==> src/rtl/hazard_pkg.sv <==
// Shared definitions for the hazard scoreboard: default parameter values and
// the forwarding-select encoding used by the execute-stage bypass muxes.
package hazard_pkg;

    localparam int unsigned DEF_REG_ADDR_WIDTH    = 5;
    localparam int unsigned DEF_MDU_LATENCY       = 4;
    localparam int unsigned DEF_STALL_COUNT_WIDTH = 16;
    localparam int unsigned FWD_SEL_WIDTH         = 2;

    // Execute-stage operand source select
    typedef enum logic [FWD_SEL_WIDTH-1:0] {
        FWD_NONE = 2'b00,
        FWD_WB   = 2'b01,
        FWD_MEM  = 2'b10
    } fwd_sel_e;

endpackage

==> src/rtl/mdu_scoreboard.sv <==
// Tracks the single in-flight multiply/divide op: busy flag, cycles-remaining
// down-counter and the destination register it will write.
// Ports:
//   clk, reset_n      clock, asynchronous active-low reset
//   start_i           an MDU op leaves execute this cycle
//   start_dest_i      destination of the starting op
//   busy_o            an op is in flight
//   pending_dest_o    destination latched at the last accepted start
//   writeback_o       one-cycle pulse in the op's final busy cycle
//   overlap_error_o   sticky: a start arrived while an op was still running
module mdu_scoreboard
    import hazard_pkg::*;
#(
    parameter int unsigned REG_ADDR_WIDTH = DEF_REG_ADDR_WIDTH,
    parameter int unsigned MDU_LATENCY    = DEF_MDU_LATENCY
) (
    input  logic                      clk,
    input  logic                      reset_n,
    input  logic                      start_i,
    input  logic [REG_ADDR_WIDTH-1:0] start_dest_i,
    output logic                      busy_o,
    output logic [REG_ADDR_WIDTH-1:0] pending_dest_o,
    output logic                      writeback_o,
    output logic                      overlap_error_o
);

    localparam int unsigned CNT_WIDTH = $clog2(MDU_LATENCY + 1);

    logic                      busy_q, busy_d;
    logic [CNT_WIDTH-1:0]      cnt_q, cnt_d;
    logic [REG_ADDR_WIDTH-1:0] dest_q, dest_d;
    logic                      err_q, err_d;
    logic                      last_c;

    // Final busy cycle: result is written back now, a new start is legal
    assign last_c = busy_q && (cnt_q == CNT_WIDTH'(1));

    // Next-state: count down while busy; accept a start only when idle or finishing
    always_comb begin
        busy_d = busy_q;
        cnt_d  = cnt_q;
        dest_d = dest_q;
        err_d  = err_q;
        if (busy_q) begin
            if (last_c) begin
                busy_d = 1'b0;
                cnt_d  = '0;
            end else begin
                cnt_d = cnt_q - CNT_WIDTH'(1);
            end
        end
        if (start_i) begin
            if (!busy_q || last_c) begin
                busy_d = 1'b1;
                cnt_d  = CNT_WIDTH'(MDU_LATENCY);
                dest_d = start_dest_i;
            end else begin
                // Overlapping start is dropped; the running op is untouched
                err_d = 1'b1;
            end
        end
    end

    // State register
    always_ff @(posedge clk or negedge reset_n) begin
        if (!reset_n) begin
            busy_q <= 1'b0;
            cnt_q  <= '0;
            dest_q <= '0;
            err_q  <= 1'b0;
        end else begin
            busy_q <= busy_d;
            cnt_q  <= cnt_d;
            dest_q <= dest_d;
            err_q  <= err_d;
        end
    end

    assign busy_o          = busy_q;
    assign pending_dest_o  = dest_q;
    assign writeback_o     = last_c;
    assign overlap_error_o = err_q;

endmodule

==> src/rtl/hazard_scoreboard_unit.sv <==
// Pipeline hazard unit: operand forwarding selects, load-use / branch / MDU
// stall generation, MDU occupancy tracking and a saturating stall counter.
// Ports:
//   clk, reset_n                       clock, asynchronous active-low reset
//   branch_decode, branch_not_equal_decode, jump_pc_decode   control-transfer flags
//   rs/rt_decode, rs/rt_execute        source register addresses
//   write_reg_*, reg_write_*           destination and write enable per stage
//   mem_to_reg_execute/memory          bit 0 marks a load
//   mdu_start_execute, mdu_write_reg_execute, mdu_op_decode   MDU interface
//   clear_stats                        clears stall_cycle_count
//   stall_fetch, stall_decode, flush_execute                 combined stall
//   forward_a/b_decode, forward_a/b_execute                  bypass selects
//   mdu_busy, mdu_writeback, mdu_overlap_error               MDU status
//   stall_cycle_count                  saturating stalled-cycle count
module hazard_scoreboard_unit
    import hazard_pkg::*;
#(
    parameter int unsigned REG_ADDR_WIDTH    = DEF_REG_ADDR_WIDTH,
    parameter int unsigned MDU_LATENCY       = DEF_MDU_LATENCY,
    parameter int unsigned STALL_COUNT_WIDTH = DEF_STALL_COUNT_WIDTH
) (
    input  logic                         clk,
    input  logic                         reset_n,
    input  logic                         branch_decode,
    input  logic                         branch_not_equal_decode,
    input  logic                         jump_pc_decode,
    input  logic [REG_ADDR_WIDTH-1:0]    rs_decode,
    input  logic [REG_ADDR_WIDTH-1:0]    rt_decode,
    input  logic [REG_ADDR_WIDTH-1:0]    rs_execute,
    input  logic [REG_ADDR_WIDTH-1:0]    rt_execute,
    input  logic [REG_ADDR_WIDTH-1:0]    write_reg_execute,
    input  logic [REG_ADDR_WIDTH-1:0]    write_reg_memory,
    input  logic [REG_ADDR_WIDTH-1:0]    write_reg_writeback,
    input  logic                         reg_write_execute,
    input  logic                         reg_write_memory,
    input  logic                         reg_write_writeback,
    input  logic [1:0]                   mem_to_reg_execute,
    input  logic [1:0]                   mem_to_reg_memory,
    input  logic                         mdu_start_execute,
    input  logic [REG_ADDR_WIDTH-1:0]    mdu_write_reg_execute,
    input  logic                         mdu_op_decode,
    input  logic                         clear_stats,
    output logic                         stall_fetch,
    output logic                         stall_decode,
    output logic                         flush_execute,
    output logic                         forward_a_decode,
    output logic                         forward_b_decode,
    output logic [FWD_SEL_WIDTH-1:0]     forward_a_execute,
    output logic [FWD_SEL_WIDTH-1:0]     forward_b_execute,
    output logic                         mdu_busy,
    output logic                         mdu_writeback,
    output logic                         mdu_overlap_error,
    output logic [STALL_COUNT_WIDTH-1:0] stall_cycle_count
);

    logic [REG_ADDR_WIDTH-1:0]    mdu_pending_dest;
    logic                         load_stall_c;
    logic                         branch_stall_c;
    logic                         mdu_stall_c;
    logic                         ctrl_xfer_c;
    logic                         stall_c;
    logic [STALL_COUNT_WIDTH-1:0] stall_cnt_q, stall_cnt_d;
    logic                         unused_mem_to_reg_hi;

    // Only bit 0 of the mem_to_reg selects matters here
    assign unused_mem_to_reg_hi = mem_to_reg_execute[1] ^ mem_to_reg_memory[1];

    // Register 0 never carries a dependency
    function automatic logic nz_match(input logic [REG_ADDR_WIDTH-1:0] src,
                                      input logic [REG_ADDR_WIDTH-1:0] dst,
                                      input logic                      en);
        return en && (src != '0) && (src == dst);
    endfunction

    // Memory stage is the younger producer, so it wins over writeback
    function automatic fwd_sel_e ex_fwd(input logic [REG_ADDR_WIDTH-1:0] src);
        if (nz_match(src, write_reg_memory, reg_write_memory)) begin
            return FWD_MEM;
        end else if (nz_match(src, write_reg_writeback, reg_write_writeback)) begin
            return FWD_WB;
        end
        return FWD_NONE;
    endfunction

    mdu_scoreboard #(
        .REG_ADDR_WIDTH (REG_ADDR_WIDTH),
        .MDU_LATENCY    (MDU_LATENCY)
    ) u_mdu (
        .clk             (clk),
        .reset_n         (reset_n),
        .start_i         (mdu_start_execute),
        .start_dest_i    (mdu_write_reg_execute),
        .busy_o          (mdu_busy),
        .pending_dest_o  (mdu_pending_dest),
        .writeback_o     (mdu_writeback),
        .overlap_error_o (mdu_overlap_error)
    );

    // Forwarding selects
    assign forward_a_decode  = nz_match(rs_decode, write_reg_memory, reg_write_memory);
    assign forward_b_decode  = nz_match(rt_decode, write_reg_memory, reg_write_memory);
    assign forward_a_execute = ex_fwd(rs_execute);
    assign forward_b_execute = ex_fwd(rt_execute);

    // Stall sources
    assign ctrl_xfer_c = branch_decode | branch_not_equal_decode | jump_pc_decode;

    assign load_stall_c = nz_match(rt_execute, rs_decode, mem_to_reg_execute[0])
                        | nz_match(rt_execute, rt_decode, mem_to_reg_execute[0]);

    // Branches resolve in decode, so they need results not yet forwardable
    assign branch_stall_c = ctrl_xfer_c &
        (nz_match(rs_decode, write_reg_execute, reg_write_execute)
       | nz_match(rt_decode, write_reg_execute, reg_write_execute)
       | nz_match(rs_decode, write_reg_memory, mem_to_reg_memory[0])
       | nz_match(rt_decode, write_reg_memory, mem_to_reg_memory[0]));

    assign mdu_stall_c = (mdu_busy | mdu_start_execute) &
        (mdu_op_decode
       | nz_match(rs_decode, mdu_pending_dest, 1'b1)
       | nz_match(rt_decode, mdu_pending_dest, 1'b1)
       | nz_match(rs_decode, mdu_write_reg_execute, 1'b1)
       | nz_match(rt_decode, mdu_write_reg_execute, 1'b1));

    assign stall_c       = load_stall_c | branch_stall_c | mdu_stall_c;
    assign stall_decode  = stall_c;
    assign stall_fetch   = stall_c;
    assign flush_execute = stall_c;

    // Saturating stall counter; clear wins over increment
    always_comb begin
        stall_cnt_d = stall_cnt_q;
        if (clear_stats) begin
            stall_cnt_d = '0;
        end else if (stall_c && !(&stall_cnt_q)) begin
            stall_cnt_d = stall_cnt_q + STALL_COUNT_WIDTH'(1);
        end
    end

    always_ff @(posedge clk or negedge reset_n) begin
        if (!reset_n) begin
            stall_cnt_q <= '0;
        end else begin
            stall_cnt_q <= stall_cnt_d;
        end
    end

    assign stall_cycle_count = stall_cnt_q;

endmodule

==> config.mk <==
export PLATFORM = sky130hd
export DESIGN_NAME = hazard_scoreboard_unit
export DESIGN_NICKNAME = d
export VERILOG_FILES = /design/src/rtl/hazard_pkg.sv /design/src/rtl/mdu_scoreboard.sv /design/src/rtl/hazard_scoreboard_unit.sv
export SDC_FILE = /design/constraint.sdc
export NUM_CORES = 1
export LEC_CHECK = 0
export CAP_MARGIN = 25
export CORE_AREA = 2 2 80 82
export CTS_CLUSTER_SIZE = 8
export DETAILED_ROUTE_END_ITERATION = 6
export DIE_AREA = 0 0 82 84
export PLACE_DENSITY_LB_ADDON = 0.08
export SYNTH_ARGS = -nofsm -noshare
export SYNTH_HDL_FRONTEND = slang
export SYNTH_HIERARCHICAL = 1
export SYNTH_SLANG_ARGS = --single-unit
==> constraint.sdc <==
create_clock -name clk -period 4.55 [get_ports clk]
set_input_delay 0.455 -clock clk [delete_from_list [all_inputs] [get_ports clk]]
set_output_delay 0.455 -clock clk [all_outputs]
set_load 0.005 [all_outputs]
# Word level (Yosys, flattened, before mapping)
# Index checks and enable logic that the tools add are counted.
[totals] rom_bits=0 ff_bits=26 memories=0 latchBits=0 input_bits=55 mem_bits_rw=0
[op_classes] n_reduce_logical=40 magnitude_cmp=0 add_sub_neg=2 eq_ne=15 n_mul=0 n_shift=0 n_bitwise=16 n_mux=20 div=0
[ops] cell="5-bit == test" count=14
[ops] cell="16-bit 2-to-1 mux" count=2
[ops] cell="1-bit logical AND" count=29
[ops] cell="5-bit nonzero test" count=4
[ops] cell="16-bit by 1-bit adder with 16-bit output, second input constant" count=1
[ops] cell="16-bit AND reduction" count=1
[ops] cell="1-bit bitwise OR" count=13
[ops] cell="2-bit 2-to-1 mux" count=6
[ops] cell="3-bit 2-to-1 mux" count=4
[ops] cell="1-bit 2-to-1 mux" count=8
[ops] cell="2-bit AND reduction" count=2
[ops] cell="3-bit by 1-bit == test with 1-bit output, second input constant" count=1
[ops] cell="3-bit by 1-bit subtractor with 3-bit output, second input constant" count=1
[ops] cell="1-bit bitwise AND" count=2
[ops] cell="1-bit logical NOT" count=2
[ops] cell="2-bit nonzero test" count=1
[ops] cell="1-bit logical OR" count=1
[ops] cell="1-bit NOT" count=1

# Depth between registers and ports, before layout
[depth] depth_word=12 ltp_mapped=11 mapped_depth_nobuf=8

# By module
# Netlist, hierarchy kept.
[by_module_without_submodules] module="hazard_scoreboard_unit" seq_area_each_um2=400.4 instances=1 cells_each=232 area_per_inst_um2=1891.8
[by_module_without_submodules] module="mdu_scoreboard" seq_area_each_um2=250.2 instances=1 cells_each=37 area_per_inst_um2=462.9

# Least setup slack after synthesis
# OpenSTA, ideal clock, no wires.
[synth_path] path_type="in2out" from="input port rs_decode[2]" to="output port stall_decode" setup_slack_ps=2049 path_buffers=2 t_arrival_ps=2046 cell_stages=7 path_cell_list="buf_2 > or4_4 > nor2_4 > a21oi_1 > o32a_1 > or2_1 > buf_4"
[synth_via] elab_chain_len=9 elab_cells_between_ends=25
[synth_rtl] item="from (decl)" line_no="hazard_scoreboard_unit.sv:27" source="input logic [REG_ADDR_WIDTH-1:0] rs_decode,"
[synth_rtl] item="5-bit nonzero test" line_no="hazard_scoreboard_unit.sv:72" source="return en && (src != '0) && (src == dst);"
[synth_rtl] item="1-bit logical AND (2 in a row)" line_no="hazard_scoreboard_unit.sv:72"
[synth_rtl] item="1-bit bitwise OR" line_no="hazard_scoreboard_unit.sv:114" source="| nz_match(rt_decode, write_reg_execute, reg_write_execute)"
[synth_rtl] item="1-bit bitwise OR" line_no="hazard_scoreboard_unit.sv:115" source="| nz_match(rs_decode, write_reg_memory, mem_to_reg_memory[0])"
[synth_rtl] item="1-bit bitwise OR" line_no="hazard_scoreboard_unit.sv:116" source="| nz_match(rt_decode, write_reg_memory, mem_to_reg_memory[0]));"
[synth_rtl] item="1-bit bitwise AND" line_no="hazard_scoreboard_unit.sv:112" source="assign branch_stall_c = ctrl_xfer_c &"
[synth_rtl] item="1-bit bitwise OR" line_no="hazard_scoreboard_unit.sv:125" source="assign stall_c = load_stall_c | branch_stall_c | mdu_stall_c;"
[synth_rtl] item="1-bit bitwise OR (*)" line_no="hazard_scoreboard_unit.sv:125"
[synth_rtl] item="to (decl)" line_no="hazard_scoreboard_unit.sv:44" source="output logic stall_decode,"
# Mark *: on every way between the ends. The rest lies on a longest branch, timed or not.

# Worst setup path in the final report
# Ends and elaborated chain as after synthesis.

==> run metrics <==
Congestion Overflow GR 0; Post-synth ARST share 100%; Worst-path clk slew approximately 90 ps; CTS buffer count 3; PortBufs 80; Post-synth EDFFs 0; Post-CTS Setup Inserts 0; Synth area leader dfrtp_1; layout cells sized above 1 about 5.5%; hpwl dp roughly 4700 um; status complete, no violations; Starting DRT DRC Count 57; Yosys top cell area share between 20% and 30%; Final Cycle Share around three quarters; clk_lat worst skew between 200 and 300 ps; max cap viols 0; Yosys warning count 6; register area share after synthesis 27.6%; Die Ht ~84 um; post-CTS sizing 0; Cell variety after synth 46; final setup fails 0; worst-margin pin slew approximately 800 ps; Setup TNS Final 0 ps; Critical Path Sink Type primary output; Antenna Nets Post-Route 0; Hold Buf Count CTS 0; Top Ports between 80 and 90; GPL Wtd Cong around 0.82; die area 0.00689 sq mm; ant diodes 0; Slew headroom 46.4%; Yosys reg bits 26; number of antenna violations at the first check in global routing 0; Worst Skew about 4.3 ps; CTS tree done; critical path type in2out; RSZ-0062 raised after global routing false; VDD IR-drop max 152 uV; Slew Limit Fails 0; P&R area growth vs syn 34.9%; Mapped Cells 269; H-tree levels 1; die span in x approximately 82 um; vias per cell 5.22; Hold Fails Final Rpt 0; Synth Flop Type dfrtp_1; total track usage a little under a fifth; number of global-route vias before repair between 2000 and 2500; Clock Sinks 26; DRC 0; Area contributors post-synth dfrtp_1, xnor2_1, xor2_1; largest net degree at the start of global routing 27; first-pass GRT wire length slightly above 10000 um; Hold Slack around 490 ps; initial core utilization 38.6%; pwr/cell area roughly 280 mW/mm^2; Netlist Area Pre-Place between 0.002 and 0.0025 sq mm; Routed wire per std cell 14.8 um; Post-Synthesis Net Count ~330; LEAKAGE approximately 1.1 nW; syn_area_per_cell about 8.8 sq um; maximum fanout along the worst path 6; # rows 29; startpoint types input port; top-count cell post-synth xnor2_1; via count between 2000 and 2500; Peak Freq 289 MHz; clk buf depth 2; final critical-path required period 3460 ps; 1st-pass router iterations 4; Final nets approximately 400; top cells by count, synth xnor2_1, xor2_1, dfrtp_1, nand3_1, a21oi_1; Core Area a little over 0.006 sq mm; final WL around 6000 um; Clock Tree Root clkbuf_8; critical path data arrival time about 3000 ps; Crit path required time slightly above 4000 ps; Min-Delay Path Class reg2reg
## worst max-delay path, cell delays in order
cell,delay (ps)
clkdlybuf4s50_1,600
or4_4,610
nor2_4,120
nor4_1,70
o21ai_0,210
nand3_1,170
or2_1,320
clkdlybuf4s50_1,460
## flip-flops by register name, summed over array words and instances, names as in the netlist
| register | cells |
|---|---|
| u_mdu/overlap_error_o | 1 |
| u_mdu/pending_dest_o | 5 |
| stall_cycle_count | 16 |
| u_mdu/busy_o | 1 |
| u_mdu/cnt_q | 3 |
## layout make-up
cell class	count	area [sq um]
Fill cell	596	2920
Multi-Input combinational cell	214	1550
Timing Repair Buffer	81	808
Sequential cell	26	651
Tap cell	77	96.3
Clock buffer	4	55.1
Inverter	5	18.8
## cells in the final DEF (no fill, tap or decap), types with 10 or more instances in the layout
cell,synthesis,layout
a21oi_1,13,13
xnor2_1,42,42
nand3_1,14,14
nor2_1,10,10
clkdlybuf4s50_1,0,80
xor2_1,29,29
nand2_1,12,12
dfrtp_1,26,26
## path summary, 6_finish.rpt
check | start | to | slack, ps | cells after the start
max in group asynchronous | reset_n | u_mdu/overlap_error_o | 3730 | 2
min in group asynchronous | reset_n | u_mdu/pending_dest_o[4] | 550 | 2
max reg2reg | stall_cycle_count[0] | stall_cycle_count[1] | 2170 | 7
min reg2reg | u_mdu/overlap_error_o | u_mdu/overlap_error_o | 490 | 1
min | u_mdu/overlap_error_o | u_mdu/overlap_error_o | 490 | 1
max | rs_decode[2] | stall_decode | 1090 | 8
## kinds of logic (layout without fill, tap and decap cells)
logic type                 count (synthesis)  after routing  synth area share, %
AOI/OAI and AO/OA                         38             38                 10.5
xor gates and xnor gates                  71             71                 26.4
adders and majority gates                  3              3                 1.59
buffers and inverters                     29             90                 6.69
DFF                                       26             26                 27.6
muxes                                      8              8                 3.77
and+or+nand+nor                           94             94                 23.4
## routing by layer
metal | GRT usage (%) | up-vias | wire, um
met5 | 0 | - | 0
met4 | 2.73 | 0 | 23
met3 | 2.81 | 2 | 363
met2 | 31.7 | 47 | 2890
met1 | 25.5 | 1012 | 2760
li1 | - | 1062 | -
## where the power goes
group          switching [mW]  internal, mW
logic                   0.177         0.223
registers              0.0589         0.279
clock network          0.0745        0.0774
total                   0.310         0.579
## through the flow
stage | utilization (%) | cells | setup WS (ps) | power [mW] | cell area, sq um
detailed placement | 51.2 | 403 | 1070 | 0.746 | 3120
global route | 52.1 | 407 | 902 | 0.969 | 3180
floorplan | - | 269 | 2050 | 0.616 | 2350
finish | 52.1 | 407 | 1090 | 0.889 | 3180
CTS | 52.1 | 407 | 1070 | 0.902 | 3180
global placement | 51.2 | 403 | 1080 | 0.739 | 3120
Note: power is estimated with default switching activity, not from simulation.
